**config.mk**
```make
export PLATFORM = sky130hd
export DESIGN_NAME = uart_rx_fifo_flat
export DESIGN_NICKNAME = d
export VERILOG_FILES = /design/src/rtl/uart_rx_fifo_if.sv /design/src/rtl/uart_rx_fifo.sv /design/src/flat_wrapper.sv
export SDC_FILE = /design/constraint.sdc
export NUM_CORES = 1
export LEC_CHECK = 0
export ABC_AREA = 1
export CAP_MARGIN = 20
export CORE_MARGIN = 8
export CORE_UTILIZATION = 45
export CTS_CLUSTER_SIZE = 14
export DETAILED_ROUTE_END_ITERATION = 10
export DONT_BUFFER_PORTS = 1
export GPL_ROUTABILITY_DRIVEN = 0
export HOLD_SLACK_MARGIN = 0.1
export PLACE_DENSITY = 0.71
export RECOVER_POWER = 25
export SYNTH_ARGS = -nofsm -noshare
export SYNTH_HDL_FRONTEND = slang
export SYNTH_SLANG_ARGS = --single-unit
```
**constraint.sdc**
```tcl
create_clock -name clk_i -period 2.5 [get_ports clk_i]
set_input_delay 0.25 -clock clk_i [delete_from_list [all_inputs] [get_ports clk_i]]
set_output_delay 0.25 -clock clk_i [all_outputs]
set_load 0.1 [all_outputs]
```
**src/rtl/uart_rx_fifo_if.sv**
```systemverilog
// Avalon-MM slave register bus of the UART receiver.
// The slave modport is the receiver side; the master modport is the host side.
interface uart_rx_fifo_if;
   logic [3:0] avms_address_i;
   logic       avms_read_i;
   logic       avms_write_i;
   logic [7:0] avms_writedata_i;
   logic [7:0] avms_readdata_o;

   modport slave (
      input  avms_address_i,
      input  avms_read_i,
      input  avms_write_i,
      input  avms_writedata_i,
      output avms_readdata_o
   );

   modport master (
      output avms_address_i,
      output avms_read_i,
      output avms_write_i,
      output avms_writedata_i,
      input  avms_readdata_o
   );
endinterface

```
**src/rtl/uart_rx_fifo.sv**
```systemverilog
// 8N1 UART receiver feeding a receive FIFO.
// The FIFO and its status, error and interrupt registers are read and written over an Avalon-MM slave bus.
//
// state     | meaning
// IDLE      | line idle, waiting for a falling edge
// START     | half-bit delay, then re-check that the start bit is still low
// DATA      | sample 8 data bits, LSB first, one per bit period
// STOP      | sample the stop bit; push the byte or flag a framing error
// WAIT_HIGH | after a framing error, wait for the line to return high
module uart_rx_fifo #(
   parameter int CLK_FREQ   = 100_000_000,
   parameter int BAUD_RATE  = 115_200,
   parameter int FIFO_DEPTH = 16
) (
   input  logic            clk_i,
   input  logic            arst_n_i,
   uart_rx_fifo_if.slave   avms,
   input  logic            uart_rxd_i,
   output logic            IRQ_event
);

   localparam int DIV = CLK_FREQ / BAUD_RATE;
   localparam int BW  = $clog2(DIV + 1);
   localparam int AW  = $clog2(FIFO_DEPTH);
   localparam int CW  = AW + 1;
   localparam logic [BW-1:0] LOAD_HALF = BW'(DIV / 2 - 1);
   localparam logic [BW-1:0] LOAD_FULL = BW'(DIV - 1);
   localparam logic [CW-1:0] DEPTH_C   = CW'(FIFO_DEPTH);

   typedef enum logic [2:0] {IDLE, START, DATA, STOP, WAIT_HIGH} state_t;

   state_t          state, state_n;
   logic [1:0]      rxd_sync;
   logic            rxd_s, rxd_prev;
   logic [BW-1:0]   baud_cnt;
   logic            baud_tc;
   logic [2:0]      bit_cnt;
   logic [7:0]      shift_q;
   logic            load_half, load_full, shift_en, push_req, ferr_set;

   logic [7:0]      mem [FIFO_DEPTH];
   logic [AW-1:0]   wr_ptr, rd_ptr;
   logic [CW-1:0]   count;
   logic            not_empty, full, pop, push_ok, ovr_set;
   logic            ovr, ferr;
   logic [1:0]      irq_en;
   logic            wr_status, wr_irq_en;
   logic [7:0]      status;
   logic            unused_wdata;

   assign unused_wdata = ^{avms.avms_writedata_i[7:4]};

   always_ff @(posedge clk_i or negedge arst_n_i) begin
      if (!arst_n_i) begin
         rxd_sync <= 2'b11;
         rxd_prev <= 1'b1;
      end else begin
         rxd_sync <= {rxd_sync[0], uart_rxd_i};
         rxd_prev <= rxd_sync[1];
      end
   end
   assign rxd_s = rxd_sync[1];

   always_ff @(posedge clk_i or negedge arst_n_i) begin
      if (!arst_n_i) state <= IDLE;
      else           state <= state_n;
   end

   always_comb begin
      state_n   = state;
      load_half = 1'b0;
      load_full = 1'b0;
      shift_en  = 1'b0;
      push_req  = 1'b0;
      ferr_set  = 1'b0;
      case (state)
         IDLE: begin
            if (rxd_prev && !rxd_s) begin
               state_n   = START;
               load_half = 1'b1;
            end
         end
         START: begin
            if (baud_tc) begin
               if (!rxd_s) begin
                  state_n   = DATA;
                  load_full = 1'b1;
               end else begin
                  state_n = IDLE;
               end
            end
         end
         DATA: begin
            if (baud_tc) begin
               shift_en  = 1'b1;
               load_full = 1'b1;
               if (bit_cnt == 3'd7) state_n = STOP;
            end
         end
         STOP: begin
            if (baud_tc) begin
               if (rxd_s) begin
                  push_req = 1'b1;
                  state_n  = IDLE;
               end else begin
                  ferr_set = 1'b1;
                  state_n  = WAIT_HIGH;
               end
            end
         end
         WAIT_HIGH: begin
            if (rxd_s) state_n = IDLE;
         end
         default: state_n = IDLE;
      endcase
   end

   assign baud_tc = (baud_cnt == '0);

   always_ff @(posedge clk_i or negedge arst_n_i) begin
      if (!arst_n_i) begin
         baud_cnt <= '0;
         bit_cnt  <= '0;
         shift_q  <= '0;
      end else begin
         if (load_half)      baud_cnt <= LOAD_HALF;
         else if (load_full) baud_cnt <= LOAD_FULL;
         else if (!baud_tc)  baud_cnt <= baud_cnt - BW'(1);

         if (load_half)     bit_cnt <= '0;
         else if (shift_en) bit_cnt <= bit_cnt + 3'd1;

         if (shift_en) shift_q <= {rxd_s, shift_q[7:1]};
      end
   end

   assign not_empty = (count != '0);
   assign full      = (count == DEPTH_C);
   assign pop       = avms.avms_read_i && (avms.avms_address_i == 4'h0) && not_empty;
   // A pop in the same cycle frees a slot, so a push at full still lands.
   assign push_ok   = push_req && (!full || pop);
   assign ovr_set   = push_req && full && !pop;
   assign wr_status = avms.avms_write_i && (avms.avms_address_i == 4'h1);
   assign wr_irq_en = avms.avms_write_i && (avms.avms_address_i == 4'h2);
   assign status    = {4'b0000, ferr, ovr, full, not_empty};

   always_ff @(posedge clk_i) begin
      if (push_ok) mem[wr_ptr] <= shift_q;
   end

   always_ff @(posedge clk_i or negedge arst_n_i) begin
      if (!arst_n_i) begin
         wr_ptr <= '0;
         rd_ptr <= '0;
         count  <= '0;
      end else begin
         if (push_ok) wr_ptr <= wr_ptr + AW'(1);
         if (pop)     rd_ptr <= rd_ptr + AW'(1);
         case ({push_ok, pop})
            2'b10:   count <= count + CW'(1);
            2'b01:   count <= count - CW'(1);
            default: count <= count;
         endcase
      end
   end

   // Set has priority over a same-cycle write-1-to-clear.
   always_ff @(posedge clk_i or negedge arst_n_i) begin
      if (!arst_n_i) begin
         ovr    <= 1'b0;
         ferr   <= 1'b0;
         irq_en <= 2'b00;
      end else begin
         if (ovr_set)                                 ovr  <= 1'b1;
         else if (wr_status && avms.avms_writedata_i[2]) ovr  <= 1'b0;
         if (ferr_set)                                ferr <= 1'b1;
         else if (wr_status && avms.avms_writedata_i[3]) ferr <= 1'b0;
         if (wr_irq_en) irq_en <= avms.avms_writedata_i[1:0];
      end
   end

   always_ff @(posedge clk_i or negedge arst_n_i) begin
      if (!arst_n_i) begin
         avms.avms_readdata_o <= 8'h00;
      end else if (avms.avms_read_i) begin
         case (avms.avms_address_i)
            4'h0:    avms.avms_readdata_o <= not_empty ? mem[rd_ptr] : 8'h00;
            4'h1:    avms.avms_readdata_o <= status;
            4'h2:    avms.avms_readdata_o <= {6'b000000, irq_en};
            4'h3:    avms.avms_readdata_o <= 8'(count);
            default: avms.avms_readdata_o <= 8'h00;
         endcase
      end
   end

   always_ff @(posedge clk_i or negedge arst_n_i) begin
      if (!arst_n_i) IRQ_event <= 1'b0;
      else           IRQ_event <= (irq_en[0] && not_empty) || (irq_en[1] && (ovr || ferr));
   end

endmodule
```
**src/flat_wrapper.sv**
```systemverilog
// flat-port wrapper written by rule: the top's interface ports become plain ports
module uart_rx_fifo_flat 
#(
   parameter int CLK_FREQ   = 100_000_000,
   parameter int BAUD_RATE  = 115_200,
   parameter int FIFO_DEPTH = 16
)
  (clk_i, arst_n_i, uart_rxd_i, IRQ_event, avms_avms_address_i, avms_avms_read_i, avms_avms_write_i, avms_avms_writedata_i, avms_avms_readdata_o);
  uart_rx_fifo_if avms_i ();
  input  logic clk_i;
  input  logic arst_n_i;
  input  logic uart_rxd_i;
  output logic IRQ_event;
  input wire logic [$bits(avms_i.avms_address_i)-1:0] avms_avms_address_i;
  input wire logic [$bits(avms_i.avms_read_i)-1:0] avms_avms_read_i;
  input wire logic [$bits(avms_i.avms_write_i)-1:0] avms_avms_write_i;
  input wire logic [$bits(avms_i.avms_writedata_i)-1:0] avms_avms_writedata_i;
  output wire logic [$bits(avms_i.avms_readdata_o)-1:0] avms_avms_readdata_o;
  assign avms_i.avms_address_i = avms_avms_address_i;
  assign avms_i.avms_read_i = avms_avms_read_i;
  assign avms_i.avms_write_i = avms_avms_write_i;
  assign avms_i.avms_writedata_i = avms_avms_writedata_i;
  assign avms_avms_readdata_o = avms_i.avms_readdata_o;
  uart_rx_fifo #(.CLK_FREQ(CLK_FREQ), .BAUD_RATE(BAUD_RATE), .FIFO_DEPTH(FIFO_DEPTH)) u_core (.clk_i(clk_i), .arst_n_i(arst_n_i), .avms(avms_i), .uart_rxd_i(uart_rxd_i), .IRQ_event(IRQ_event));
endmodule
```
* Word level (Yosys, flattened, before mapping)
Memories as Yosys holds them, arrays and structs flattened.
Cells that the tools add are included.
** Word-level totals
- Bits in registers :: 53
- Memory bits (writable) :: 128
- Bits of input ports :: 17
- Logic and storage cells :: 100
- Memories :: 1
** Memory list
- u_core.mem :: depth 16, width 8, read ports 1, clocked after memory_dff 0, wr ports 1, line uart_rx_fifo.sv:41 : logic [7:0] mem [FIFO_DEPTH];
** Operators by class
- $add $sub $neg :: 6
- Eq/ne operators :: 18
- Mux-type cells :: 34
- Reduce and logical (&&, ||, !) cells :: 27
** Operators with widths (number)
- $pmux W8 S4 :: 1
- $mux W10 :: 3
- $mux W3 :: 9
- $mux W1 :: 16
- $pmux W3 S5 :: 1
- $logic_and A1 B1 Y1 :: 12
- $ne A2 B1 Y1 const B :: 6
- $logic_not A10 Y1 :: 1
- $pmux W5 S2 :: 1
- $sub A10 B1 Y10 const B :: 1
- $add A4 B1 Y4 const B :: 2
- $eq A4 B2 Y1 const B :: 2
- $mux W8 :: 1
- $reduce_bool A2 Y1 :: 4
- $eq A3 B2 Y1 const B :: 2
- $eq A3 B3 Y1 const B :: 2
- $reduce_and A6 Y1 :: 1
- $add A5 B1 Y5 const B :: 1
- $eq A5 B5 Y1 const B :: 1
- $reduce_bool A5 Y1 :: 1
- $sub A5 B1 Y5 const B :: 1
- $eq A4 B1 Y1 const B :: 1
- $logic_not A4 Y1 :: 1
- $add A3 B1 Y3 const B :: 1
- other kinds (9) :: 13

* Logic depth before layout (Yosys ltp)
Gate-level depths: netlist (run 1).
- Depth after elaboration :: 7
- Mapped depth :: 17

* Worst setup path before layout (run 1)
Ideal clock, no wire load.
- Path type :: flip-flop to flip-flop
- Start :: register u_core.count[1]
- End :: register u_core.count[4]
- Library setup time :: 113 ps
- Arrival time :: 2087 ps
- Required time :: 2387 ps
- Path slack :: 300 ps
- Stages on the path, launching flop included :: 16
- Buffers on the path :: 0
- Cells stage by stage :: dfrtp_1 > nor2_1 > nand4_1 > nand3_2 > inv_2 > nand2_1 > inv_1 > fa_1 > nand2_1 > nand2_1 > a21oi_1 > nand2_1 > nand2_1 > nand3_1 > nand2_1 > inv_1
** Between the ends
- Longest elaborated chain between the ends :: 6
- Elaborated cells between the ends (all ways) :: 12
- Classes of those cells :: add/sub (2); eq/ne (3); mux (1); reduce/logical (6)
** Ends and longest elaborated chain
- from (decl) :: line uart_rx_fifo.sv:43 : logic [CW-1:0] count;
- from (signal assigned) :: line uart_rx_fifo.sv:160 : 2'b10: count <= count + CW'(1);
- from (signal assigned) :: line uart_rx_fifo.sv:161 : 2'b01: count <= count - CW'(1);
- from (signal assigned) :: line uart_rx_fifo.sv:162 : default: count <= count;
- $eq A5 B5 Y1 / $reduce_bool A5 Y1 (equally long branches) :: line uart_rx_fifo.sv:138, uart_rx_fifo.sv:137
- $logic_not A1 Y1 / $logic_and A1 B1 Y1 (equally long branches) :: line uart_rx_fifo.sv:141, uart_rx_fifo.sv:139
- $logic_or A1 B1 Y1 :: line uart_rx_fifo.sv:141 : assign push_ok = push_req && (!full || pop);
- $logic_and A1 B1 Y1 :: line uart_rx_fifo.sv:141
- $eq A2 B1 Y1 / $eq A2 B2 Y1 (equally long branches) :: line uart_rx_fifo.sv:159 : case ({push_ok, pop})
- $pmux W5 S2 / $reduce_bool A2 Y1 (equally long branches)
Several ways; a longest one is shown, not always the timed one.
A chain may end at the register's enable or synchronous reset.

* Worst setup path after layout (run 1)
- Start :: register u_core.baud_cnt[0]
- End :: register u_core.count[4]
** Between the ends
- Longest elaborated chain between the ends :: 6
- Elaborated cells between the ends (all ways) :: 8
- Classes of those cells :: eq/ne (2); mux (3); reduce/logical (3)
** Ends and longest elaborated chain
- from (decl) :: line uart_rx_fifo.sv:35 : logic [BW-1:0] baud_cnt;
- from (signal assigned) :: line uart_rx_fifo.sv:128 : else if (!baud_tc) baud_cnt <= baud_cnt - BW'(1);
- $logic_not A10 Y1 * :: line uart_rx_fifo.sv:118 : assign baud_tc = (baud_cnt == '0);
- $mux W1 * :: line uart_rx_fifo.sv:101 : if (baud_tc) begin
- $mux W1 * :: line uart_rx_fifo.sv:76 : case (state)
- $logic_and A1 B1 Y1 * :: line uart_rx_fifo.sv:141
- $eq A2 B1 Y1 / $eq A2 B2 Y1 (equally long branches) :: line uart_rx_fifo.sv:159
- $pmux W5 S2 / $reduce_bool A2 Y1 (equally long branches)
Every way passes the cells marked *; elsewhere a longest branch is shown, timed or not.

==> flow_metrics.py, run 1 <==
metrics = {
    "worst_setup_path": {
        "crit_arrival_ns": 2.61,
        "worstPathRequired_ns": 2.83,
        "critPathMaxStageDelay_ns": 0.39,
        "r2r-start": "u_core.baud_cnt[0]",
        "critPathLaunch": "u_core.baud_cnt[0]",
        "cp-end-kind": "register",
        "crit_path_frequent_cell": "nand2_1",
        "r2r-end": "u_core.count[4]",
        "rrSetupSlack_ns": 0.21,
        "startpoint_type": "register",
        "ff2ff_path_depth": 16,
        "path_cells": "inv_1 -> ha_1 -> nand3_1 -> nor2_4 -> nand3_4 -> nand2_2 -> inv_2 -> fa_1 -> nand2_1 -> nand2_1 -> a21oi_2 -> nand2_1 -> nand2_1 -> nand3_1 -> nand2_1 -> inv_1",
        "criticalPathCategory": "reg -> reg",
        "endpoint": "u_core.count[4]",
        "slowest_stage": "dfrtp_1",
        "worstPathMaxFanout": 5,
    },
    "finish": {
        "drive_gt1_share_pct": 11.20,
        "antennaDiodeCount": 0,
        "area_growth_pct": 14.23,
        "nNetsFinal": 785,
        "fill_cells": 1478,
        "design_area_um2": 8940,
    },
    "place": {
        "placedInstanceArea_um2": 8204,
        "dpl_worst_slack_ns": 0.1472,
        "port_buffers": 0,
        "detailed_place_hpwl_um": 10530,
    },
    "synth": {
        "synthArstFlopShare_pct": 29.28,
        "syn_area_per_cell_um2": 10.88,
        "netlist_area_um2": 7826,
        "ys_ff_latch": 181,
        "synth_commonest_cells": "nand2_1 (138), edfxtp_1 (128), nor2_1 (90)",
        "ys_types": 41,
        "yosysSeqAreaShare_pct": 66.11,
        "post-synth-top-count-cell": "nand2_1",
        "synth_nets": 749,
        "yosys_warnings": 0,
        "synthDominantCellAreaShare_pct": 49.11,
        "ys.flop_type": "edfxtp_1",
        "syn-instance-count": 719,
        "synth_top_area_cell": "edfxtp_1",
        "synth_edf_count": 128,
        "synth_area_leaders": "edfxtp_1 (49%), dfrtp_1 (16%), nand2_1 (6.6%)",
    },
    "detailed_routing": {
        "viasPerCell": 5.272,
        "vias": 5235,
        "wl_um": 16860,
        "firstDrtPassIters": 5,
        "drcViolationCount": 0,
        "drt_iter0_drc": 326,
        "wl_per_cell_um": 16.98,
        "antenna_left": 0,
    },
    "grt": {
        "grt_max_degree": 74,
        "top_usage_layer": "met2",
        "overflow": 0,
        "antenna_found_initial": 0,
        "gr-usage-met3_pct": 2.721,
        "met1_usage_pct": 19.97,
        "met2_usage_pct": 26.15,
        "grt_pass1_wl_um": 26720,
        "grt_use_total_pct": 15.76,
        "grt_pass1_vias": 5053,
    },
    "pwr": {
        "peakVddDrop_uv": 559.6,
        "total_power_w": 0.008707,
        "powerDensity_nw_per_um2": 973.9,
        "power.leakage_nw": 3.626,
    },
    "clock_network": {
        "cts.sinks": 181,
        "cts_tree": "yes",
        "insertion_delay_ns": 0.43,
        "cts_buffer_depth": 2,
        "cts_max_level": 4,
        "clk_pin_slew_worst_paths_ns": 0.07,
        "root_buffer": "clkbuf_16",
        "cts_buffers": 17,
    },
    "sta": {
        "setup_viol": 0,
        "setup_tns_ns": 0,
        "period_share_pct": 91.48,
        "max_clock_freq_ghz": 0.4373,
        "timing_hold_violations_final": 0,
        "setup_slack_ns": 0.2130,
        "tightest_slew_ns": 1.355,
        "min_period_ns": 2.287,
        "holdWs_ns": 0.1343,
        "skew_ns": 0.01192,
        "max_slew_margin_pct": 9.692,
        "rsz0062_at_grt": "no",
        "drv_slew": 0,
    },
    "run_status": {
        "status": "complete, no violations",
    },
    "floorplanning": {
        "io_pins": 26,
        "rows": 48,
        "initial_core_util_pct": 45.56,
        "die_w_um": 147.9,
        "fp.coreArea_um2": 17180,
        "die_y_um": 147.9,
        "die_area_um2": 21870,
    },
    "hold_path": {
        "hold_class": "in -> reg",
    },
    "run": {
        "cap_violations": 0,
    },
}
metal layers:
metal | wire length (um) | vias up
li1 | - | 2552
met1 | 7175 | 2517
met2 | 8321 | 140
met3 | 948 | 26
met4 | 415 | 0
met5 | 0 | -
stage by stage:
step / cells / util [%]
2_1_floorplan: 719 / -
3_3_place_gp: 946 / 47.76
3_5_place_dp: 946 / 47.76
4_1_cts: 992 / 52.03
5_1_grt: 993 / 52.05
6_report: 993 / 52.05
flip-flops by register name, indices dropped and copies added (netlist names), 2 cells and up:
register / count
u_core.rd_ptr: 4
u_core.baud_cnt: 10
u_core.irq_en: 2
u_core.count: 5
u_core.shift_q: 8
u_core.bit_cnt: 3
u_core.state: 3
u_core.wr_ptr: 4
u_core.avms.avms_readdata_o: 8
u_core.rxd_sync: 2
u_core.mem: 128
repair_timing:
item	CTS	global route
endpoints found under the hold margin	66	0
setup endpoints to repair	0	1
hold buffers	14	0
resized for setup	0	5
setup buffers	0	1
cells in the final DEF (no fill, tap or decap), types with 2 or more instances in the layout:
cell	n
nand2_1	137
edfxtp_1	128
nor2_1	90
o21ai_0	65
nand3_1	59
inv_1	53
dfrtp_1	49
buf_4	28
a21oi_1	18
clkbuf_16	17
dlygate4sd3_1	13
ha_1	12
xor2_1	11
o211ai_1	11
o221ai_1	9
nand4_1	6
nor3_1	6
inv_6	6
inv_2	3
nand2_2	3
or2_2	3
clkinv_2	3
nor2_2	2
o31ai_1	2
a211oi_1	2
a32o_1	2
clkinvlp_4	2
buf_12	2
dfstp_2	2
worst min path at each step:
stage,start,to,slack [ns],cells past startpoint
2_1_floorplan,arst_n_i,u_core.IRQ_event,-0.05,0
3_3_place_gp,arst_n_i,u_core.avms.avms_readdata_o[4],-0.04,0
3_5_place_dp,arst_n_i,u_core.avms.avms_readdata_o[4],-0.04,0
4_1_cts,avms_avms_read_i,u_core.avms.avms_readdata_o[5],0.12,4
5_1_grt,avms_avms_read_i,u_core.avms.avms_readdata_o[5],0.14,4
6_report,avms_avms_read_i,u_core.avms.avms_readdata_o[5],0.13,4
area by class of cell:
type | count | area [um^2] | share of cell area (%)
flip-flops and latches | 181 | 5175 | 57.89
multi-input cells | 454 | 2310 | 25.84
clock buffers | 17 | 425.4 | 4.759
repair buffers | 44 | 385.4 | 4.311
well taps | 225 | 281.5 | 3.149
inverters | 57 | 214.0 | 2.393
clock inverters | 15 | 148.9 | 1.666
worst max-delay path, delay by kind of cell (launching register included):
kind                       cells  cell delay, ns
AOI/OAI and AO/OA              1            0.14
DFF                            1            0.39
and+or+nand+nor               10            0.93
buffers and inverters          3            0.20
adders and majority gates      2            0.53
cell families (layout without fill, tap and decap cells):
logic type                 count (synthesis)  count (layout)  share of synthesized area [%]
and+or+nand+nor                          312             312                          16.83
DFF                                      181             181                          66.11
AOI/OAI and AO/OA                        115             115                          8.649
buffers and inverters                     84             133                          4.620
adders and majority gates                 13              13                          2.174
xor gates and xnor gates                  12              12                          1.343
muxes                                      2               2                         0.2718
power by group:
| part | total (W) | leakage (nW) | internal [W] | switching [W] |
|---|---|---|---|---|
| Clock | 0.00258 | 0.280 | 0.00140 | 0.00118 |
| Sequential | 0.00368 | 1.87 | 0.00338 | 0.000301 |
| Combinational | 0.00245 | 1.47 | 0.000829 | 0.00162 |
| Total | 0.00871 | 3.63 | 0.00561 | 0.00310 |
No activity file was read; power rests on OpenSTA's default activity.
==> run 2: changes to the inputs <==
--- a/config.mk
+++ b/config.mk
@@ -16,6 +16,7 @@
 export HOLD_SLACK_MARGIN = 0.1
 export PLACE_DENSITY = 0.71
 export RECOVER_POWER = 25
+export REMOVE_ABC_BUFFERS = 1
 export SYNTH_ARGS = -nofsm -noshare
 export SYNTH_HDL_FRONTEND = slang
 export SYNTH_SLANG_ARGS = --single-unit
==> run 2 against run 1 <==
- cell count down 0.20%
- power up 1.7%
- clock-buffer cell count is 6 higher
- flip-flop and latch count is the same
- utilization barely moved
- routed wire length grew 4.0%
- register-to-register slack worse by 0.04 ns
- hold slack lost 0.0081 ns
- highest routed layer unchanged
==> flow_metrics.py, run 2 (synthesized netlist as in run 1, its figures left out) <==
metrics = {
    "run_status": {
        "status": "complete, no violations",
    },
    "pwr": {
        "p_clk_share_pct": 29.9,
        "power_frac_comb_pct": 28.4,
        "powerDensity_nw_per_um2": 990.6,
        "peakVddDrop_uv": 546.1,
        "internal_power_w": 0.005778,
        "power.leakage_nw": 3.632,
        "p_sw_share_pct": 34.71,
        "pwr-share-seq_pct": 41.8,
        "power.switching_w": 0.003072,
    },
    "clock_network": {
        "cts_buffers": 17,
        "cts.sinks": 181,
        "cts_tree": "yes",
        "cts_setup_buffers": 0,
        "root_buffer": "clkbuf_16",
        "cts_max_level": 4,
        "insertion_delay_ns": 0.43,
        "cts_buffer_depth": 2,
        "clk_pin_slew_worst_paths_ns": 0.06,
    },
    "finish": {
        "drive_gt1_share_pct": 11.10,
        "layout_common_cells": "nand2_1 (136), edfxtp_1 (128), nor2_1 (90), o21ai_0 (65), nand3_1 (59)",
        "instances_no_fill": 991,
        "nNetsFinal": 783,
        "antennaDiodeCount": 0,
        "final_common_cell": "nand2_1",
        "post-route-util_pct": 52.02,
        "largest_reg_flops": 128,
        "largest-register": "u_core.mem",
        "area_growth_pct": 14.16,
        "design_area_um2": 8935,
        "reg.largest.list": "u_core.mem (128), u_core.baud_cnt (10)",
    },
    "grt": {
        "met1_usage_pct": 20.16,
        "grt_pass1_wl_um": 27690,
        "gr-usage-met3_pct": 4.097,
        "grt_max_degree": 54,
        "grt_use_total_pct": 16.52,
        "antenna_found_initial": 0,
        "overflow": 0,
        "met2_usage_pct": 27.20,
        "top_usage_layer": "met2",
        "grt_pass1_vias": 5260,
    },
    "sta": {
        "period_share_pct": 92.99,
        "drv_slew": 0,
        "max_clock_freq_ghz": 0.4302,
        "skew_ns": 0.01022,
        "max_slew_margin_pct": 8.886,
        "timing_hold_violations_final": 0,
        "setup_slack_ns": 0.1753,
        "setup_tns_ns": 0,
        "rsz0062_at_grt": "no",
        "tightest_slew_ns": 1.367,
        "setup_viol": 0,
        "min_period_ns": 2.325,
    },
    "place": {
        "dpl.cell_count": 947,
        "detailed_place_hpwl_um": 10930,
        "port_buffers": 0,
        "placedInstanceArea_um2": 8224,
        "dpl_worst_slack_ns": 0.1311,
    },
    "floorplanning": {
        "io_pins": 26,
        "initial_core_util_pct": 45.56,
        "die_w_um": 147.9,
        "die_y_um": 147.9,
        "rows": 48,
        "die_area_um2": 21870,
        "fp.coreArea_um2": 17180,
    },
    "worst_setup_path": {
        "worstPathRequired_ns": 2.82,
        "cp-end-kind": "register",
        "worstPathMaxFanout": 4,
        "crit_arrival_ns": 2.65,
        "criticalPathCategory": "reg -> reg",
        "startpoint_type": "register",
    },
    "detailed_routing": {
        "wl_um": 17540,
        "antenna_left": 0,
        "drt_iter0_drc": 459,
        "drcViolationCount": 0,
        "vias": 5325,
        "wl_per_cell_um": 17.70,
        "viasPerCell": 5.373,
        "firstDrtPassIters": 5,
    },
    "hold_path": {
        "hold_class": "in -> reg",
    },
    "run": {
        "cap_violations": 0,
    },
}
==> run 2: cell types whose count changed in the layout (fill, tap and decap cells not counted), sizes merged <==
cell | previous run | this run
dlygate4sd3 | 13 | 11
clkinv | 6 | 5
bufinv | 1 | 2
clkinvlp | 2 | 1
inv | 63 | 58
clkbuf | 18 | 24
==> run 2: what timing repair did <==
item | CTS | global route
gates resized for setup | 0 | 5
hold endpoints to repair | 63 | 0
hold buffers | 12 | 0
endpoints found under the setup margin | 0 | 1
==> run 2: routing by layer <==
layer  up-vias  routed length [um]
li1       2549                   -
met1      2593                7668
met2       146                8434
met3        37                 927
met4         0                 508
met5         -                   0
==> run 2: cell type report <==
type	count	area, um^2
Clock buffer	23	488.0
Clock inverter	9	98.84
Fill cell	1472	8242
Inverter	57	214.0
Multi-Input combinational cell	454	2300
Sequential cell	181	5175
Tap cell	225	281.5
Timing Repair Buffer	42	377.9
==> run 2: metrics by stage <==
stage / hold slack, ns / total power (W)
5_1_grt: 0.1311 / 0.009293
6_report: 0.1262 / 0.008851
3_5_place_dp: -0.04431 / 0.006195
3_3_place_gp: -0.04420 / 0.006125
4_1_cts: 0.1111 / 0.008871
2_1_floorplan: -0.04559 / 0.005301
==> run 2: path summary, 6_finish.rpt <==
kind                                   startpoint                              to  cells past startpoint  slack [ns]
setup / recovery               u_core.baud_cnt[0]                 u_core.count[4]                     16        0.18
hold / removal             avms_avms_address_i[0]  u_core.avms.avms_readdata_o[4]                      4        0.13
setup reg to reg               u_core.baud_cnt[0]                 u_core.count[4]                     16        0.18
hold reg to reg                u_core.rxd_sync[0]              u_core.rxd_sync[1]                      0        0.36
max in group asynchronous                arst_n_i                u_core.rd_ptr[0]                      2        0.92
min in group asynchronous                arst_n_i                 u_core.count[3]                      2        0.68
==> run 2: power groups by stage <==
stage	registers (W)	clock network, W	logic, W
2_1_floorplan	0.00388	0	0.00142
3_3_place_gp	0.00375	0	0.00238
3_5_place_dp	0.00375	0	0.00244
4_1_cts	0.00369	0.00267	0.00251
5_1_grt	0.00372	0.00279	0.00278
6_report	0.00370	0.00264	0.00251
==> run 2: critical path, cell delays in order, from the launching register on <==
cell and delay, ns:
dfrtp_1 0.40, inv_2 0.08, ha_1 0.14, nand3_1 0.09
nor2_2 0.16, nand3_2 0.12, nand2_2 0.11, inv_2 0.06
fa_1 0.39, nand2_2 0.08, nand2_1 0.06, a21oi_2 0.19
nand2_1 0.08, nand2_1 0.08, nand3_1 0.07, nand2_1 0.07
inv_1 0.04
==> run 3: changes to the inputs <==
--- a/config.mk
+++ b/config.mk
@@ -17,6 +17,7 @@
 export PLACE_DENSITY = 0.71
 export RECOVER_POWER = 25
 export REMOVE_ABC_BUFFERS = 1
+export SLEW_MARGIN = 20
 export SYNTH_ARGS = -nofsm -noshare
 export SYNTH_HDL_FRONTEND = slang
 export SYNTH_SLANG_ARGS = --single-unit
==> constraint.sdc (replaced) <==
create_clock -name clk_i -period 2.7 [get_ports clk_i]
set_input_delay 0.27 -clock clk_i [delete_from_list [all_inputs] [get_ports clk_i]]
set_output_delay 0.27 -clock clk_i [all_outputs]
set_load 0.1 [all_outputs]
==> run 3 against run 2 <==
- clock-buffer cell count is 1 lower
- combinational power down 12%
- die area unchanged
- sequential power fell by 7.3%
- hold slack better by 0.012 ns
- setup slack improved by 0.14 ns
- cell count down 0.20%
- global-route usage down 0.67 points
- power shrank 9.5%
- via count is 1.1% lower
- critical endpoint unchanged
==> flow_metrics.py, run 3 (synthesized netlist as in run 1, its figures left out) <==
metrics = {
    "hold_path": {
        "hold_depth": 4,
        "hold_start": "avms_avms_read_i",
        "hold_class": "in -> reg",
    },
    "detailed_routing": {
        "viasPerCell": 5.327,
        "wl_per_cell_um": 16.91,
        "firstDrtPassIters": 6,
        "drcViolationCount": 0,
        "vias": 5268,
        "drt_iter0_drc": 523,
        "wl_um": 16720,
        "antenna_left": 0,
    },
    "worst_setup_path": {
        "r2r-end": "u_core.count[4]",
        "crit_path_frequent_cell": "nand2_1",
        "startpoint_type": "register",
        "worstPathMaxFanout": 4,
        "crit_arrival_ns": 2.71,
        "worstPathRequired_ns": 3.03,
        "ff2ff_path_depth": 16,
        "worst-path-buf-inv": 3,
        "critPathMaxStageDelay_ns": 0.39,
        "critPathLaunch": "u_core.baud_cnt[0]",
        "rrSetupSlack_ns": 0.32,
        "critPathTopFamily": "simple AND/OR/NAND/NOR gates",
        "criticalPathCategory": "reg -> reg",
        "critical_path_depth": 16,
        "cp-end-kind": "register",
        "r2r-start": "u_core.baud_cnt[0]",
        "slowest_stage": "dfrtp_1",
        "path_cells": "inv_1 -> ha_1 -> nand3_1 -> nor2_2 -> nand3_2 -> nand2_1 -> inv_1 -> fa_1 -> nand2_1 -> nand2_1 -> a21oi_1 -> nand2_1 -> nand2_1 -> nand3_1 -> nand2_1 -> inv_1",
        "endpoint": "u_core.count[4]",
    },
    "sta": {
        "timing_hold_violations_final": 0,
        "setup_viol": 0,
        "rsz0062_at_grt": "no",
        "tightest_slew_ns": 1.388,
        "min_period_ns": 2.380,
        "period_share_pct": 88.15,
        "skew_ns": 0.01008,
        "max_slew_margin_pct": 7.482,
        "drv_slew": 0,
        "max_clock_freq_ghz": 0.4202,
    },
    "finish": {
        "instances_no_fill": 989,
        "drive_gt1_share_pct": 9.817,
        "reg.largest.list": "u_core.mem (128), u_core.baud_cnt (10)",
        "area_growth_pct": 13.17,
        "final_common_cell": "nand2_1",
        "fill_cells": 1456,
        "layout_common_cells": "nand2_1 (138), edfxtp_1 (128), nor2_1 (90), o21ai_0 (65), nand3_1 (59)",
        "largest-register": "u_core.mem",
        "antennaDiodeCount": 0,
        "largest_reg_flops": 128,
        "design_area_um2": 8857,
        "nNetsFinal": 781,
    },
    "clock_network": {
        "cts_max_level": 4,
        "cts_buffer_depth": 2,
        "cts.sinks": 181,
        "cts_buffers": 17,
        "clk_pin_slew_worst_paths_ns": 0.07,
        "root_buffer": "clkbuf_16",
        "insertion_delay_ns": 0.43,
        "cts_tree": "yes",
    },
    "grt": {
        "overflow": 0,
        "grt_max_degree": 74,
        "grt_pass1_wl_um": 26560,
        "grt_pass1_vias": 5018,
        "antenna_found_initial": 0,
        "grt_use_total_pct": 15.85,
    },
    "place": {
        "port_buffers": 0,
        "placedInstanceArea_um2": 8164,
        "detailed_place_hpwl_um": 10290,
        "dpl.cell_count": 944,
    },
    "pwr": {
        "power_frac_comb_pct": 27.4,
        "powerDensity_nw_per_um2": 904.3,
        "peakVddDrop_uv": 588.8,
        "power.leakage_nw": 3.594,
        "internal_power_w": 0.005243,
        "pwr-share-seq_pct": 42.9,
        "p_clk_share_pct": 29.7,
        "p_sw_share_pct": 34.54,
        "power.switching_w": 0.002767,
    },
    "floorplanning": {
        "die_area_um2": 21870,
        "initial_core_util_pct": 45.56,
        "die_y_um": 147.9,
        "io_pins": 26,
        "rows": 48,
        "die_w_um": 147.9,
        "fp.coreArea_um2": 17180,
    },
    "run": {
        "cap_violations": 0,
    },
    "run_status": {
        "status": "complete, no violations",
    },
}
run 3: area by class of cell:
| type | instances | area (um^2) | area share, % |
|---|---|---|---|
| clock buffers | 22 | 464.2 | 5.241 |
| multi-input cells | 454 | 2291 | 25.87 |
| flip-flops and latches | 181 | 5175 | 58.43 |
| repair buffers | 40 | 325.3 | 3.673 |
| inverters | 57 | 214.0 | 2.416 |
| clock inverters | 10 | 106.4 | 1.201 |
| well taps | 225 | 281.5 | 3.178 |
run 3: tightest hold or removal path: cells and delay by family:
| kind | cells | cell delay, ns |
|---|---|---|
| buffers and inverters | 1 | 0.08 |
| and+or+nand+nor | 3 | 0.17 |
run 3: power groups by stage:
stage                     clock network, W  logic [W]  registers, W
after global routing               0.00251    0.00249       0.00346
after floorplan                          0    0.00131       0.00359
after global placement                   0    0.00209       0.00348
after CTS                          0.00240    0.00220       0.00343
after detailed placement                 0    0.00214       0.00348
final                              0.00238    0.00220       0.00343
run 3: worst min-delay path by stage:
stage          slack (ns)                             end
3_3_place_gp        -0.02  u_core.avms.avms_readdata_o[1]
4_1_cts              0.12  u_core.avms.avms_readdata_o[4]
3_5_place_dp        -0.02  u_core.avms.avms_readdata_o[1]
5_1_grt              0.15  u_core.avms.avms_readdata_o[4]
6_report             0.14  u_core.avms.avms_readdata_o[5]
2_1_floorplan       -0.03                u_core.IRQ_event
run 3: through the flow:
step                      hold slack [ns]  utilization, %  TNS (ns)  power (W)  worst slack, ns
after floorplan                  -0.02559               -   -0.1462   0.004909         -0.04870
after global placement           -0.02420           47.53         0   0.005572           0.3106
after detailed placement         -0.02431           47.53         0   0.005628           0.2645
after CTS                          0.1171           51.65         0   0.008034           0.2597
after global routing               0.1530           51.57         0   0.008456          0.09801
final                              0.1380           51.57         0   0.008010           0.3199
run 3: repair_timing:
action | CTS | global route
hold buffers | 12 | 0
gates resized for setup | 0 | 0
setup buffers | 0 | 1
endpoints found under the setup margin | 0 | 1
hold endpoints to repair | 63 | 0
run 3: routing by layer:
metal / part of all wire (%) / routed length, um / track usage (%) / vias to the layer above
met5: 0 / 0 / 0 / -
met1: 43 / 7249 / 20.05 / 2562
met3: 4.7 / 792 / 3.363 / 26
met2: 50 / 8313 / 25.73 / 138
met4: 2.2 / 366 / 7.190 / 0
li1: - / - / - / 2542
